`src/rtl/seq_divider.sv`:
```
// 16-by-8 sequential restoring divider: one quotient bit per cycle, MSB first.
// Define DIV_SIGNED_EN for two's-complement operands (magnitude divide plus sign fix-up).
module seq_divider (
    input  logic        clk,
    input  logic        cr,
    input  logic        start,
    input  logic [15:0] dividend,
    input  logic [7:0]  divisor,
    output logic        busy,
    output logic        done,
    output logic [15:0] quotient,
    output logic [7:0]  remainder,
    output logic        div_zero,
    output logic [1:0]  dbg_state
);

    typedef enum logic [1:0] {
        IDLE = 2'd0,
        RUN  = 2'd1,
        DONE = 2'd2
    } state_t;

    state_t      state, state_nxt;
    logic [8:0]  prem;
    logic [15:0] qsr;
    logic [7:0]  dvs;
    logic [4:0]  cnt;

    logic [15:0] a_mag;
    logic [7:0]  b_mag;
    logic [8:0]  shifted;
    logic        fits;
    logic [8:0]  prem_step;
    logic [15:0] qsr_step;
    logic [15:0] q_final;
    logic [7:0]  r_final;
    logic        accept;
    logic        last;

`ifdef DIV_SIGNED_EN
    logic        neg_q;
    logic        neg_r;
`endif

    assign accept    = (state == IDLE) && start;
    assign last      = (cnt == 5'd15);
    assign dbg_state = state;

    // Operand magnitudes fed into the unsigned core.
    always_comb begin
        a_mag = dividend;
        b_mag = divisor;
`ifdef DIV_SIGNED_EN
        if (dividend[15]) a_mag = ~dividend + 16'd1;
        if (divisor[7])   b_mag = ~divisor + 8'd1;
`endif
    end

    // One restoring step: shift in the next dividend bit, subtract if it fits.
    always_comb begin
        shifted   = {prem[7:0], qsr[15]};
        fits      = {prem, qsr[15]} >= {2'b00, dvs};
        prem_step = fits ? (shifted - {1'b0, dvs}) : shifted;
        qsr_step  = {qsr[14:0], fits};
        q_final   = qsr_step;
        r_final   = prem_step[7:0];
`ifdef DIV_SIGNED_EN
        if (neg_q) q_final = ~qsr_step + 16'd1;
        if (neg_r) r_final = ~prem_step[7:0] + 8'd1;
`endif
    end

    always_comb begin
        state_nxt = state;
        busy      = 1'b0;
        done      = 1'b0;
        case (state)
            IDLE: begin
                if (start) state_nxt = (divisor == 8'd0) ? DONE : RUN;
            end
            RUN: begin
                busy = 1'b1;
                if (last) state_nxt = DONE;
            end
            DONE: begin
                done      = 1'b1;
                state_nxt = IDLE;
            end
            default: state_nxt = IDLE;
        endcase
    end

    always_ff @(posedge clk or negedge cr) begin
        if (!cr) state <= IDLE;
        else     state <= state_nxt;
    end

    always_ff @(posedge clk or negedge cr) begin
        if (!cr) begin
            prem      <= '0;
            qsr       <= '0;
            dvs       <= '0;
            cnt       <= '0;
            quotient  <= '0;
            remainder <= '0;
            div_zero  <= 1'b0;
`ifdef DIV_SIGNED_EN
            neg_q     <= 1'b0;
            neg_r     <= 1'b0;
`endif
        end else begin
            if (accept) begin
                prem <= '0;
                qsr  <= a_mag;
                dvs  <= b_mag;
                cnt  <= '0;
`ifdef DIV_SIGNED_EN
                neg_q <= dividend[15] ^ divisor[7];
                neg_r <= dividend[15];
`endif
                // Divide-by-zero skips RUN; results land on the edge that raises done.
                if (divisor == 8'd0) begin
                    quotient  <= 16'hFFFF;
                    remainder <= dividend[7:0];
                    div_zero  <= 1'b1;
                end
            end else if (state == RUN) begin
                prem <= prem_step;
                qsr  <= qsr_step;
                cnt  <= cnt + 5'd1;
                if (last) begin
                    quotient  <= q_final;
                    remainder <= r_final;
                    div_zero  <= 1'b0;
                end
            end
        end
    end

endmodule
```
`config.mk`:
```
export PLATFORM = sky130hd
export DESIGN_NAME = seq_divider
export DESIGN_NICKNAME = d
export VERILOG_FILES = /design/src/rtl/seq_divider.sv
export SDC_FILE = /design/constraint.sdc
export NUM_CORES = 1
export LEC_CHECK = 0
export BUFFER_PORTS_ARGS = -buffer_cell sky130_fd_sc_hd__buf_2
export CORE_ASPECT_RATIO = 2
export CORE_MARGIN = 5
export CORE_UTILIZATION = 35
export DETAILED_ROUTE_END_ITERATION = 10
export GPL_ROUTABILITY_DRIVEN = 0
export SETUP_SLACK_MARGIN = 0.4
export SYNTH_ARGS = -nofsm -noshare
export SYNTH_HDL_FRONTEND = slang
export SYNTH_SLANG_ARGS = --single-unit
```
`constraint.sdc`:
```
create_clock -name clk -period 2.8 [get_ports clk]
set_input_delay 0.42 -clock clk [delete_from_list [all_inputs] [get_ports clk]]
set_output_delay 0.42 -clock clk [all_outputs]
set_load 0.02 [all_outputs]
```
==> Yosys cells after proc, flatten, opt, wreduce, memory -nomap -nowiden <==
Index checks and enable logic that the tools add are counted.
{ "totals": {"register_bits": 65, "in_bits": 27} }
{ "classes": {"magnitude_cmp": 1, "addsub": 2, "mux": 25, "eq_ne": 6, "n_reduce_logical": 7} }
{ "op_table": {"columns": ["op", "count"], "rows": [
  ["$mux W16", 6],
  ["$mux W8", 4],
  ["$mux W9", 3],
  ["$ge A10 B8 Y1", 1],
  ["$mux W5", 2],
  ["$sub A9 B8 Y9", 1],
  ["$logic_not A8 Y1", 1],
  ["$mux W1", 6],
  ["$mux W2", 3],
  ["$add A5 B1 Y5 const B", 1],
  ["$eq A5 B4 Y1 const B", 1],
  ["$ne A2 B2 Y1 const B", 2],
  ["$pmux W2 S2", 1],
  ["$reduce_bool A2 Y1", 2],
  ["$reduce_and A3 Y1", 1],
  ["$eq A2 B1 Y1 const B", 1],
  ["$eq A2 B2 Y1 const B", 1],
  ["$logic_not A2 Y1", 1],
  ["$ne A2 B1 Y1 const B", 1],
  ["$reduce_and A2 Y1", 1],
  ["$logic_and A1 B1 Y1", 1]
]} }

==> Logic depth before layout (Yosys ltp) <==
{ "depth": {"depth_word": 5, "ltp_mapped": 10} }

==> Worst setup path after synthesis <==
OpenSTA, ideal clock, no wires.
{ "synth_path": {"path_type": "register to register", "from": "register qsr[15]", "to": "register remainder[2]", "setup_time_ns": 0.143, "arrival_ns": 2.157, "period_less_slack_ns": 2.299, "slack_ns": 0.501, "path_stages_with_launch": 11, "path_cell_list": "dfrtp_1 > inv_1 > ha_1 > inv_1 > fa_1 > nand3_1 > a31oi_2 > or4_1 > buf_2 > mux2i_1 > o221ai_1"} }
{ "synth_between": {"elab_chain_cells": 5} }
{ "synth_lines": {"columns": ["item", "line", "source"], "rows": [
  ["start: declaration", "25", "logic [15:0] qsr;"],
  ["start signal: assignment", "114", "qsr <= a_mag;"],
  ["start signal: assignment", "129", "qsr <= qsr_step;"],
  ["$sub A9 B8 Y9 or $ge A10 B8 Y1 (tied branches)", "63, 62", null],
  ["$mux W9 (*)", "63", "prem_step = fits ? (shifted - {1'b0, dvs}) : shifted;"],
  ["$mux W8 (*)", "131", "if (last) begin"],
  ["$mux W8 (*)", "127", "end else if (state == RUN) begin"],
  ["$mux W8 (*)", "112", "if (accept) begin"],
  ["end signal: assignment", "124", "remainder <= dividend[7:0];"],
  ["end signal: assignment", "133", "remainder <= r_final;"],
  ["end: declaration", "12", "output logic [7:0] remainder,"]
]} }
Mark *: on every way between the ends. The rest lies on a longest branch, timed or not. The select of a mux whose other input is x is not followed.
A chain may end at the register's enable or synchronous reset.

==> Worst setup path after layout <==
{ "layout_path": {"from": "register qsr[15]", "to": "register prem[2]"} }
{ "layout_between": {"elab_chain_cells": 4} }
{ "layout_lines": {"columns": ["item", "line", "source"], "rows": [
  ["$sub A9 B8 Y9 or $ge A10 B8 Y1 (tied branches)", "63, 62", null],
  ["$mux W9 (*)", "63", null],
  ["$mux W9 (*)", "127", null],
  ["$mux W9 (*)", "112", null],
  ["end signal: assignment", "128", "prem <= prem_step;"],
  ["end: declaration", "24", "logic [8:0] prem;"]
]} }
Marks and branches as above.

==> summary.txt <==
Clock tree
  – H-tree depth: 3
  – Root buf cell: clkbuf_16
  – CTS tree: yes
  – # clock sinks: 65
  – Num CTS Buffers: 9
  – Clock transition at the registers of the reported paths: 50 ps
  – CTS Hold Buffers Added: 0
  – Worst-Skew Late Latency: 330 ps
  – CTS max path bufs: 2

Setup path
  – Crit-path max cell delay: 570 ps
  – Critical path type: reg2reg
  – Worst r2r src: qsr[15]$_DFFE_PN0P_
  – Reg2Reg Depth: 9
  – CP required: 3040 ps
  – Worst R2R End: prem[2]$_DFFE_PN0P_
  – Setup slack, reg-to-reg: 470 ps
  – Critical path endpoint category: flip-flop
  – CP arrival: 2570 ps
  – Worst path slowest cell: or4_4
  – Worst path most repeated cell: inv_2
  – Crit-path max FO: 4
  – CP Cell Sequence: inv_2 -> ha_4 -> inv_2 -> fa_2 -> nand3_4 -> a31oi_4 -> or4_4 -> mux2i_4 -> o31ai_2
  – Worst setup SP type: flip-flop

Synth
  – Synth Area in Simple Gates: 16.8%
  – Synth Area in Compound Gates: 18.6%
  – Synth area leaders: dfrtp_1, nor2_1, o21ai_0, mux2i_1, nand2_1
  – Most frequent cell after synthesis: dfrtp_1
  – Register bit count reported by yosys: 65
  – Mapped Nets: 391
  – Cells after synthesis: 353
  – Main combinational cell family by area after synthesis: compound AO/OA/AOI/OAI gates
  – Mapped Area: 0.00330 mm^2
  – Post-synth top flop: dfrtp_1
  – Synth top area share: 49.2%
  – Most frequent cells after synthesis: dfrtp_1, nor2_1, nand2_1
  – Synth cell types: 45
  – Synth async-reset ratio: 100%
  – Post-synth EDFFs: 0
  – Mux contribution to synthesized area: 5.23%
  – Yosys warnings: 0
  – Syn avg cell area: 9.36 um^2
  – Sequential fraction of the synthesis area: 49.2%
  – Cell taking the most area after synthesis: dfrtp_1
  – Post-Synth XOR/XNOR Area: 0.795%
  – Adder-Cell Fraction of Synth Area: 4.39%

Die
  – Chip height: 147 um
  – Top Ports: 56
  – Initial Util: 35.4%
  – Die area: 0.0116 mm^2
  – DIE WIDTH: 78.7 um
  – Core area: 0.00932 mm^2
  – Row cnt: 50

Timing
  – Max Clk Rate: 429 MHz
  – Measured slew at the worst slew-check pin: 602 ps
  – Fin worst setup slack: 471 ps
  – Setup TNS Final: 0 ps
  – Max-slew violation count: 0
  – Final Hold Fails: 0
  – Final period utilization: 83.2%
  – Count of final setup violators: 0
  – RSZ-0062 raised after global routing: yes
  – Rel. slew slack: 59.5%
  – Worst setup skew after layout: 6.36 ps
  – Final critical-path required period: 2330 ps

Global routing
  – Gr busiest metal: met2
  – Overflow after GRT: 0
  – First-pass GRT wire length: 14,500 um
  – Met1 GRT Util: 18.4%
  – Global-route met2 utilization: 27.4%
  – GR Util met3: 3.54%
  – Largest net degree at the start of global routing: 43
  – Vias in the first global route: 2,916
  – All-layer global routing usage: 15.8%
  – Initial antenna violation count: 0

Outcome
  – Status: complete, no violations

Drt
  – Vias post-DR: 2,833
  – Post-route ant nets: 0
  – DRC marker count from the first detailed-route iteration: 156
  – Drt total wl: 8640 um
  – Drt pass-1 iters: 5
  – DRC: 0
  – Average wire per standard cell: 16.6 um
  – Vias per cell: 5.46

Final layout
  – Share of post-route cells with drive strength above 1: 23.9%
  – Nets: 449
  – Area Overhead vs Synth: 23.2%
  – Layout fillers: 917
  – Diode count: 0

Placed design
  – Hpwl dp: 6230 um
  – IO buf count: 55
  – Pre-CTS setup slack: 218 ps

Run
  – Total of max-cap violations: 0

Pwr
  – Cell Pwr Density: 1370 mW/mm^2
  – Maximum vdd drop: 0.523 mV
  – P_leak: 1.79 nW

Min path
  – Worst hold-check path type: in2async
-- registers in the layout, indices dropped and copies added (netlist names) --
name and flops:
qsr 16, cnt 5, remainder 8, prem 9, div_zero 1, quotient 16, dvs 8, dbg_state 2
-- worst max path at each step --
| stage | cells past startpoint | endpoint | startpoint | slack (ps) |
|---|---|---|---|---|
| 6_report | 9 | prem[2]$_DFFE_PN0P_ | qsr[15]$_DFFE_PN0P_ | 470 |
| 5_1_grt | 9 | prem[2]$_DFFE_PN0P_ | qsr[15]$_DFFE_PN0P_ | 370 |
| 4_1_cts | 9 | remainder[2]$_DFFE_PN0P_ | qsr[15]$_DFFE_PN0P_ | 430 |
| 3_5_place_dp | 9 | remainder[2]$_DFFE_PN0P_ | qsr[15]$_DFFE_PN0P_ | 220 |
| 3_3_place_gp | 9 | remainder[2]$_DFFE_PN0P_ | qsr[15]$_DFFE_PN0P_ | 320 |
| 2_1_floorplan | 10 | remainder[2]$_DFFE_PN0P_ | qsr[15]$_DFFE_PN0P_ | 500 |
-- critical path, delay by kind of cell, from the launching register on --
kind / cells / cell delay, ps
multiplexers: 1 / 230
AO/OA/AOI/OAI: 2 / 340
flip-flops: 1 / 380
AND/OR/NAND/NOR: 2 / 660
adder cells (fa/ha/maj): 2 / 520
buffers and inverters: 2 / 110
-- layout by cell type (no fill, tap or decap), drive strengths merged, types with 7 or more instances in the layout --
master / synthesis / routed
a21oi: 21 / 21
buf: 8 / 68
clkbuf: 13 / 12
dfrtp: 65 / 65
ha: 10 / 10
inv: 19 / 19
mux2i: 15 / 15
nand2: 36 / 36
nand3: 10 / 10
nor2: 45 / 45
nor3: 7 / 7
o21ai: 35 / 35
o22a: 8 / 8
o22ai: 7 / 7
o31ai: 7 / 7
-- per-layer routing --
metal / vias to the layer above / wire, um
met4: 0 / 185
met5: - / 0
met2: 67 / 4630
met3: 15 / 317
met1: 1385 / 3500
li1: 1366 / -
-- cells by family after synthesis --
| family | after synthesis |
|---|---|
| and+or+nand+nor | 119 |
| DFF | 65 |
| buffers and inverters | 41 |
| AOI/OAI and AO/OA | 97 |
| xor gates and xnor gates | 3 |
| adders and majority gates | 11 |
| muxes | 17 |
-- layout make-up --
class / instances / area, um^2 / area share [%]
clock buffers: 12 / 246 / 6.06
clock inverters: 3 / 17.5 / 0.430
inverters: 20 / 75.1 / 1.84
multi-input cells: 247 / 1590 / 39.0
flip-flops and latches: 65 / 1630 / 40.0
well taps: 104 / 130 / 3.20
repair buffers: 68 / 385 / 9.47
-- power breakdown --
| part | internal, mW | switching (mW) | total [mW] |
|---|---|---|---|
| sequential | 1.39 | 0.350 | 1.74 |
| clock | 0.615 | 0.389 | 1.00 |
| combinational | 1.20 | 1.64 | 2.84 |
| total | 3.21 | 2.37 | 5.58 |
-- repair_timing --
action | in CTS | in global routing
gates resized for setup | 4 | 10
endpoints found under the setup margin | 12 | 7
pin swaps | 1 | 6
endpoints found under the hold margin | 0 | 0
setup buffers | 0 | 3
-- through the flow --
| step | util, % | power, mW | hold slack, ps | instance area (um^2) | instances |
|---|---|---|---|---|---|
| 2_1_floorplan | - | 3.57 | 124 | 3300 | 353 |
| 3_3_place_gp | 39.7 | 4.22 | 434 | 3700 | 501 |
| 3_5_place_dp | 39.7 | 4.32 | 442 | 3700 | 501 |
| 4_1_cts | 42.7 | 5.39 | 86.3 | 3980 | 516 |
| 5_1_grt | 43.7 | 6.03 | 117 | 4070 | 519 |
| 6_report | 43.7 | 5.58 | 81.1 | 4070 | 519 |
No activity file was read; power rests on OpenSTA's default activity.
